[src/rtl/fir_coeff_loader_pkg.sv]
// Shared definitions for the FIR coefficient loaders (direct and transposed form):
// FSM state encodings, default geometry and small helpers.
package fir_coeff_loader_pkg;

    localparam int unsigned DefDataWidth = 16;
    localparam int unsigned DefNumTaps   = 33;
    localparam int unsigned DefAddrWidth = 6;

    localparam logic [1:0] StIdle  = 2'd0;
    localparam logic [1:0] StWrite = 2'd1;
    localparam logic [1:0] StRead  = 2'd2;
    localparam logic [1:0] StDone  = 2'd3;

    function automatic logic is_busy_state(input logic [1:0] st);
        return st != StIdle;
    endfunction

endpackage

[src/rtl/fir_coeff_addr_cnt.sv]
// SRAM tap address counter: clears to 0, loads to 1, increments up to NumTaps and holds
// there; tc_o flags the last tap so the counter never wraps.
module fir_coeff_addr_cnt #(
    parameter int unsigned NumTaps   = 33,
    parameter int unsigned AddrWidth = 6
) (
    input  logic                 clk_i,
    input  logic                 rst_ni,
    input  logic                 clr_i,
    input  logic                 load_i,
    input  logic                 inc_i,
    output logic [AddrWidth-1:0] cnt_o,
    output logic                 tc_o
);

    localparam logic [AddrWidth-1:0] LastVal = AddrWidth'(NumTaps);

    logic [AddrWidth-1:0] cnt_q, cnt_d;

    assign tc_o  = (cnt_q == LastVal);
    assign cnt_o = cnt_q;

    always_comb begin
        cnt_d = cnt_q;
        if (clr_i) begin
            cnt_d = '0;
        end else if (load_i) begin
            cnt_d = AddrWidth'(1);
        end else if (inc_i && !tc_o) begin
            cnt_d = cnt_q + AddrWidth'(1);
        end
    end

    always_ff @(posedge clk_i) begin
        if (!rst_ni) begin
            cnt_q <= '0;
        end else begin
            cnt_q <= cnt_d;
        end
    end

endmodule

[src/rtl/fir_coeff_loader.sv]
// FIR coefficient SRAM loader: streams NUM_TAPS coefficients into addresses 1..NUM_TAPS,
// then read-sweeps them. Optional checksum output enabled by FIR_COEFF_CHECKSUM_EN.
module fir_coeff_loader
    import fir_coeff_loader_pkg::*;
#(
    parameter int unsigned DATA_WIDTH = DefDataWidth,
    parameter int unsigned NUM_TAPS   = DefNumTaps,
    parameter int unsigned ADDR_WIDTH = DefAddrWidth
) (
    input  logic                         iClk_12M,
    input  logic                         iRsn,
    input  logic                         iCoeffUpdate,
    input  logic                         iCoeffValid,
    input  logic signed [DATA_WIDTH-1:0] iCoeffData,
    output logic                         oCoeffReady,
    output logic                         oCsnRam,
    output logic                         oWrnRam,
    output logic [ADDR_WIDTH-1:0]        oAddrRam,
    output logic [DATA_WIDTH-1:0]        oWrDtRam,
    output logic                         oBusy,
    output logic                         oDone,
`ifdef FIR_COEFF_CHECKSUM_EN
    output logic signed [DATA_WIDTH+ADDR_WIDTH-1:0] oCoeffSum,
`endif
    output logic                         oCoeffLoaded
);

    logic [1:0]            state_q, state_d;
    logic                  csn_q, csn_d;
    logic                  wrn_q, wrn_d;
    logic [ADDR_WIDTH-1:0] addr_q, addr_d;
    logic [DATA_WIDTH-1:0] wdt_q, wdt_d;
    logic                  done_q, done_d;
    logic                  busy_q, busy_d;
    logic                  loaded_q, loaded_d;

    logic                  cnt_clr, cnt_load, cnt_inc, cnt_tc;
    logic [ADDR_WIDTH-1:0] cnt;
    logic                  start, accept;

    assign start  = (state_q == StIdle) && iCoeffUpdate;
    assign accept = (state_q == StWrite) && iCoeffValid;

    fir_coeff_addr_cnt #(
        .NumTaps   (NUM_TAPS),
        .AddrWidth (ADDR_WIDTH)
    ) u_addr_cnt (
        .clk_i  (iClk_12M),
        .rst_ni (iRsn),
        .clr_i  (cnt_clr),
        .load_i (cnt_load),
        .inc_i  (cnt_inc),
        .cnt_o  (cnt),
        .tc_o   (cnt_tc)
    );

    always_comb begin
        state_d  = state_q;
        csn_d    = 1'b1;
        wrn_d    = 1'b1;
        addr_d   = addr_q;
        wdt_d    = wdt_q;
        done_d   = 1'b0;
        loaded_d = loaded_q;
        cnt_clr  = 1'b0;
        cnt_load = 1'b0;
        cnt_inc  = 1'b0;

        case (state_q)
            StIdle: begin
                if (iCoeffUpdate) begin
                    state_d  = StWrite;
                    cnt_load = 1'b1;
                    loaded_d = 1'b0;
                end
            end
            StWrite: begin
                // Gap cycles leave the SRAM deselected with address/data held.
                if (accept) begin
                    csn_d  = 1'b0;
                    wrn_d  = 1'b0;
                    addr_d = cnt;
                    wdt_d  = iCoeffData;
                    if (cnt_tc) begin
                        state_d  = StRead;
                        cnt_load = 1'b1;
                    end else begin
                        cnt_inc = 1'b1;
                    end
                end
            end
            StRead: begin
                csn_d  = 1'b0;
                wrn_d  = 1'b1;
                addr_d = cnt;
                wdt_d  = '0;
                if (cnt_tc) begin
                    state_d = StDone;
                end else begin
                    cnt_inc = 1'b1;
                end
            end
            default: begin
                // The final read is on the port while here; the pulse lands one cycle later.
                state_d  = StIdle;
                done_d   = 1'b1;
                loaded_d = 1'b1;
                cnt_clr  = 1'b1;
            end
        endcase

        busy_d = is_busy_state(state_d) | done_d;
    end

    always_ff @(posedge iClk_12M) begin
        if (!iRsn) begin
            state_q  <= StIdle;
            csn_q    <= 1'b1;
            wrn_q    <= 1'b1;
            addr_q   <= '0;
            wdt_q    <= '0;
            done_q   <= 1'b0;
            busy_q   <= 1'b0;
            loaded_q <= 1'b0;
        end else begin
            state_q  <= state_d;
            csn_q    <= csn_d;
            wrn_q    <= wrn_d;
            addr_q   <= addr_d;
            wdt_q    <= wdt_d;
            done_q   <= done_d;
            busy_q   <= busy_d;
            loaded_q <= loaded_d;
        end
    end

`ifdef FIR_COEFF_CHECKSUM_EN
    localparam int unsigned SumWidth = DATA_WIDTH + ADDR_WIDTH;

    logic signed [SumWidth-1:0] sum_q, sum_d;

    always_comb begin
        sum_d = sum_q;
        if (start) begin
            sum_d = '0;
        end else if (accept) begin
            sum_d = sum_q + $signed({{ADDR_WIDTH{iCoeffData[DATA_WIDTH-1]}}, iCoeffData});
        end
    end

    always_ff @(posedge iClk_12M) begin
        if (!iRsn) begin
            sum_q <= '0;
        end else begin
            sum_q <= sum_d;
        end
    end

    assign oCoeffSum = sum_q;
`endif

    assign oCoeffReady  = (state_q == StWrite);
    assign oCsnRam      = csn_q;
    assign oWrnRam      = wrn_q;
    assign oAddrRam     = addr_q;
    assign oWrDtRam     = wdt_q;
    assign oBusy        = busy_q;
    assign oDone        = done_q;
    assign oCoeffLoaded = loaded_q;

endmodule

[config.mk]
export PLATFORM = sky130hd
export DESIGN_NAME = fir_coeff_loader
export DESIGN_NICKNAME = d
export VERILOG_FILES = /design/src/rtl/fir_coeff_loader_pkg.sv /design/src/rtl/fir_coeff_addr_cnt.sv /design/src/rtl/fir_coeff_loader.sv
export SDC_FILE = /design/constraint.sdc
export NUM_CORES = 1
export LEC_CHECK = 0
export CORE_UTILIZATION = 39
export CTS_BUF_LIST = sky130_fd_sc_hd__clkbuf_4
export CTS_CLUSTER_DIAMETER = 40
export DETAILED_ROUTE_END_ITERATION = 10
export PLACE_DENSITY_LB_ADDON = 0.05
export SYNTH_ARGS = -nofsm -noshare
export SYNTH_HDL_FRONTEND = slang
export SYNTH_SLANG_ARGS = --single-unit
[constraint.sdc]
create_clock -name iClk_12M -period 2.7 [get_ports iClk_12M]
set_input_delay 0.54 -clock iClk_12M [delete_from_list [all_inputs] [get_ports iClk_12M]]
set_output_delay 0.54 -clock iClk_12M [all_outputs]
set_load 0.005 [all_outputs]
; ---- Yosys cells after proc, flatten, opt, wreduce, memory -nomap -nowiden
; Cells that the tools add are included.
[totals]
wordCells = 57
reg_bits = 35
input_bits = 20
output_inout_bits = 28
[classes]
n_mux = 23
reduce_logical = 14
n_addsub = 1
eq_ne = 5
bitwise = 4
[ops]
columns = operator, n
row1 = 16-bit one-hot mux with 2 select lines, 1
row2 = 16-bit two-way mux, 1
row3 = 6-bit one-hot mux with 2 select lines, 1
row4 = 1-bit two-way mux, 10
row5 = 2-bit two-way mux, 4
row6 = 1-bit one-hot mux with 2 select lines, 4
row7 = 2-bit AND reduction, 4
row8 = 6-bit by 1-bit adder with 6-bit output (second input constant), 1
row9 = 6-bit == test (second input constant), 1
row10 = 6-bit two-way mux, 1
row11 = 2-bit one-hot mux with 3 select lines, 1
row12 = 2-bit nonzero test, 3
row13 = 3-bit OR reduction, 2
row14 = 1-bit NOT, 3
row15 = 2-bit by 1-bit == test with 1-bit output (second input constant), 1
row16 = 2-bit == test (second input constant), 1
row17 = 1-bit logical AND, 2
row18 = 2-bit zero test, 1
row19 = 2-bit by 1-bit inequality test with 1-bit output (second input constant), 1
row20 = 2-bit inequality test (second input constant), 1
row21 = 2-bit OR reduction, 1
row22 = 1-bit zero test, 1
row23 = 1-bit OR, 1

; ---- Depth between registers and ports, before layout
[logic_depth]
word_depth = 7
depth_mapped = 8
mapped_depth_nobuf = 6

; ---- Modules after synthesis
; A second synthesis with hierarchy kept.
[hier_totals]
cells_unflattened = 149
hier_area_um2 = 1488.9
[by_module_without_submodules]
columns = mod, area_each_um2, n_inst, seq_area_each_um2, cells_each
row1 = fir_coeff_loader, 1142.3, 1, 580.6, 111
row2 = fir_coeff_addr_cnt, 346.6, 1, 120.1, 38

; ---- Worst setup path before layout
; Ideal clock, no wire load.
[synth_timing]
path_type = register -> register
startpoint = register state_q[1]
endpoint = register wdt_q[0], in the netlist oWrDtRam[0]
synth_period_minus_slack_ns = 1.596
n_path_buf = 2
setup_ns = 0.118
path_stages_with_launch = 9
t_required_ns = 2.582
arrival_ns = 1.478
setup_slack_ns = 1.104
cell_sequence = dfxtp_1 -> inv_1 -> ha_1 -> and2_4 -> and2b_1 -> buf_4 -> buf_6 -> a22oi_1 -> nor2b_1
[synth_via]
elab_chain_len = 4
elab_cells_between_ends = 7
classes_between = eq/ne (3) / mux (1) / reduce/logical (3)
[synth_rtl]
columns = item, line
row1 = start: declaration, fir_coeff_loader.sv:28  ; logic [1:0] state_q, state_d;
row2 = start signal: assignment, fir_coeff_loader.sv:117  ; state_q <= StIdle;
row3 = start signal: assignment, fir_coeff_loader.sv:126  ; state_q <= state_d;
row4 = 2-bit by 1-bit == test with 1-bit output (*), n/a
row5 = net oCoeffReady, fir_coeff_loader.sv:15  ; output logic oCoeffReady,
row6 = 1-bit logical AND, fir_coeff_loader.sv:42  ; assign accept = (state_q == StWrite) && iCoeffValid;
row7 = 2-bit by 1-bit inequality test with 1-bit output (no source line), n/a
row8 = 2-bit AND reduction (no source line), n/a
row9 = end signal: assignment, fir_coeff_loader.sv:130  ; wdt_q <= wdt_d;
row10 = end: declaration, fir_coeff_loader.sv:32  ; logic [DATA_WIDTH-1:0] wdt_q, wdt_d;
; The timed path passes the listed nets; every way through them passes the cells marked *.
; A chain may end at the register's enable or synchronous reset.

; ---- Final worst setup path
[layout_timing]
startpoint = register state_q[1]
endpoint = output oCoeffReady
[layout_via]
elab_chain_len = 1
[layout_rtl]
columns = item, line
row1 = 2-bit by 1-bit == test with 1-bit output, fir_coeff_loader.sv:162  ; assign oCoeffReady = (state_q == StWrite);
row2 = end: declaration, fir_coeff_loader.sv:15
; Every way passes these cells.

==> metrics.yaml <==
status:
  status: "finished clean"
drt:
  drtIter0Drc: 28
  wl_um: 3069
  ant_nets: 0
  vias: 1190
  via_per_inst: 4.897
  drcViolationCount: 0
  detail_route.first_pass.iterations: 4
  wire_per_inst_um: 12.63
power_and_ir_drop:
  ir_worst_vdd_mv: 0.2159
  p_leak_nw: 0.7571
  power_frac_comb_pct: 18.1
  p_int_w: 0.0007664
  clockPowerShare_pct: 27.9
  power.density_nw_per_um2: 497.5
  p_total_w: 0.001024
  p_seq_share_pct: 54.0
  p_sw_share_pct: 25.16
  p_switching_w: 0.0002576
critical_path:
  cp-end-kind: "output port"
  cp_num_cells: 3
  required_ns: 2.16
  critPathMaxFanout: 6
  path_delay_family: "buffers and inverters"
  path_buf_inv: 2
  crit_type: "flip-flop to output port"
  reg2regPathDepth: 7
  worst_ep_arrival_time_ns: 1.64
  slowest_delay_ns: 0.55
  worstPathCellList: "inv_1 > ha_1 > clkdlybuf4s50_1"
  slowest_stage: "clkdlybuf4s50_1"
  r2r-start: "state_q[1]$_SDFF_PN0_"
  cp-startpoint: "state_q[1]$_SDFF_PN0_"
  r2r_slack_ns: 0.81
  worstSetupStartpointType: "flip-flop"
layout:
  drive_gt1_share_pct: 9.231
  fin_nets: 220
  fin_util_pct: 56.22
  diodes: 0
  synthToLayoutAreaGrowth_pct: 37.43
  nFillCells: 325
  finalInstanceArea_um2: 2058
job:
  max_cap_violations: 0
global_routing:
  grt.overflow.total: 0
  track_usage_pct: 16.25
  busiest_layer: "met2"
  grt_use_met2_pct: 26.46
  grt_pass1_vias: 1161
  grt_first_pass_wirelength_um: 5030
  grt_start_max_net_pins: 28
  grt_use_met1_pct: 18.25
  antenna_found_initial: 0
  use_met3_pct: 4.821
timing:
  setup_tns_ns: 0
  worst_pin_slew_ns: 0.5307
  skew_ns: 0.003397
  max_freq_mhz: 458.2
  finalMaxSlewViolations: 0
  fin_crit_sh_pct: 80.83
  relSlewSlack_pct: 64.62
  fin_crit_ns: 2.182
  rsz0062_at_grt: "no"
  whs_ns: 0.5327
  finalSetupViolCount: 0
  hold_viol_final: 0
clock_tree:
  clk_pin_slew_ns: 0.10
  clkSinkCount: 35
  cts_setup_buffers: 0
  cts_tree: "done"
  clk_latency_ns: 0.34
  cts-buffers-inserted: 5
  clockRootBuffer: "clkbuf_4"
  postCtsHoldBufs: 0
  cts_resized: 0
  max-clock-path-buffers: 2
  htreeDepth: 2
logic_synthesis:
  yosys.area.top_type: "dfxtp_1"
  yosysMostFrequentCell: "dfxtp_1"
  yosysWarnings: 0
  syn_area_um2: 1498
  async_reset_ff_share_pct: 0
  ys_seq_area_share_pct: 46.78
  ys_seq_elements: 35
  ys_top_cells_by_area: "dfxtp_1 47%, nor2b_1 9.2%, a22oi_1 8.0%"
  yosysTopAreaCellShare_pct: 46.78
  avgSynthCellArea_um2: 10.33
  synthTopCellsByCount: "35 x dfxtp_1, 22 x nor2b_1, 16 x a22oi_1, 9 x nor2_1"
  ys_types: 36
  synthFlopType: "dfxtp_1"
  syn_inst: 145
  synthesis.nets: 171
  synth_edf_count: 0
placed_design:
  io_buffer_count: 47
  hpwl_um: 2189
  place_area_um2: 2001
  gp_congestion: 0.8176
worst_hold_path:
  hp-class: "flip-flop to flip-flop"
  hp-start: "oAddrRam[5]$_SDFFE_PN0P_"
  worstHoldPathCells: 2
floorplanning:
  die_height_um: 63.97
  rows: 22
  die-width_um: 63.97
  dieArea_um2: 4092
  start_util_pct: 40.91
  core-area_um2: 3661
  io_pins: 48
kinds of logic (layout without fill, tap and decap cells):
kind of cell / count (synthesis) / after routing / synth area share, %
AOI/OAI and AO/OA: 32 / 32 / 17.55
xor gates and xnor gates: 4 / 4 / 2.339
adders and majority gates: 6 / 6 / 5.012
buffers and inverters: 13 / 63 / 4.343
DFF: 35 / 35 / 46.78
muxes: 6 / 6 / 4.010
and+or+nand+nor: 49 / 49 / 19.97
layer usage:
| metal | vias up | part of all wire (%) |
|---|---|---|
| met2 | 37 | 45 |
| met4 | 0 | 2.5 |
| met1 | 544 | 46 |
| met3 | 7 | 6.3 |
| li1 | 602 | - |
| met5 | - | 0 |
cells in the final DEF, fill, tap and decap left out, types with 2 or more instances in the layout:
cell	count
clkdlybuf4s50_1	47
a21oi_2	2
nand3_1	2
nor2_1	9
clkbuf_4	7
dfxtp_1	35
buf_4	2
nand2_1	2
nor3_1	3
ha_1	6
nor2b_1	22
xnor2_1	4
nand2b_1	3
o31ai_1	2
a22oi_1	16
a21oi_1	3
inv_1	6
mux2i_1	6
worst min-delay path: stages, from the launching register on:
cell     delay [ns]
dfxtp_1        0.34
mux2i_1        0.07
nor2b_1        0.09
flip-flops by register name, indices dropped and copies added (netlist names):
name              count
oAddrRam              6
oWrnRam               1
oDone                 1
oWrDtRam             16
oCoeffLoaded          1
state_q               2
oBusy                 1
u_addr_cnt.cnt_o      6
oCsnRam               1
cell type report:
type / count / area, µm² / share of cell area [%]
Clock buffer: 7 / 52.55 / 2.553
Clock inverter: 1 / 5.005 / 0.2432
Inverter: 6 / 22.52 / 1.094
Multi-Input combinational cell: 97 / 732.0 / 35.56
Sequential cell: 35 / 700.7 / 34.04
Tap cell: 48 / 60.06 / 2.918
Timing Repair Buffer: 49 / 485.5 / 23.59
stage by stage:
stage                     setup WS [ns]  instances
after floorplan                   1.104        145
after global placement           0.6109        235
after detailed placement         0.5479        235
after CTS                        0.5169        243
after global routing             0.4136        243
final                            0.5175        243
power groups by stage:
stage	Sequential [W]	Combinational, W	Clock (W)
after floorplan	0.000565	0.000101	0
after global placement	0.000565	0.000183	0
after detailed placement	0.000565	0.000186	0
after CTS	0.000554	0.000187	0.000299
after global routing	0.000556	0.000202	0.000324
final	0.000553	0.000185	0.000286
worst paths after layout:
check	end
setup / recovery	oCoeffReady
hold / removal	oAddrRam[5]$_SDFFE_PN0P_
setup reg to reg	oWrDtRam[9]$_SDFFE_PN0P_
hold reg to reg	oAddrRam[5]$_SDFFE_PN0P_
No activity file was read; power rests on OpenSTA's default activity.
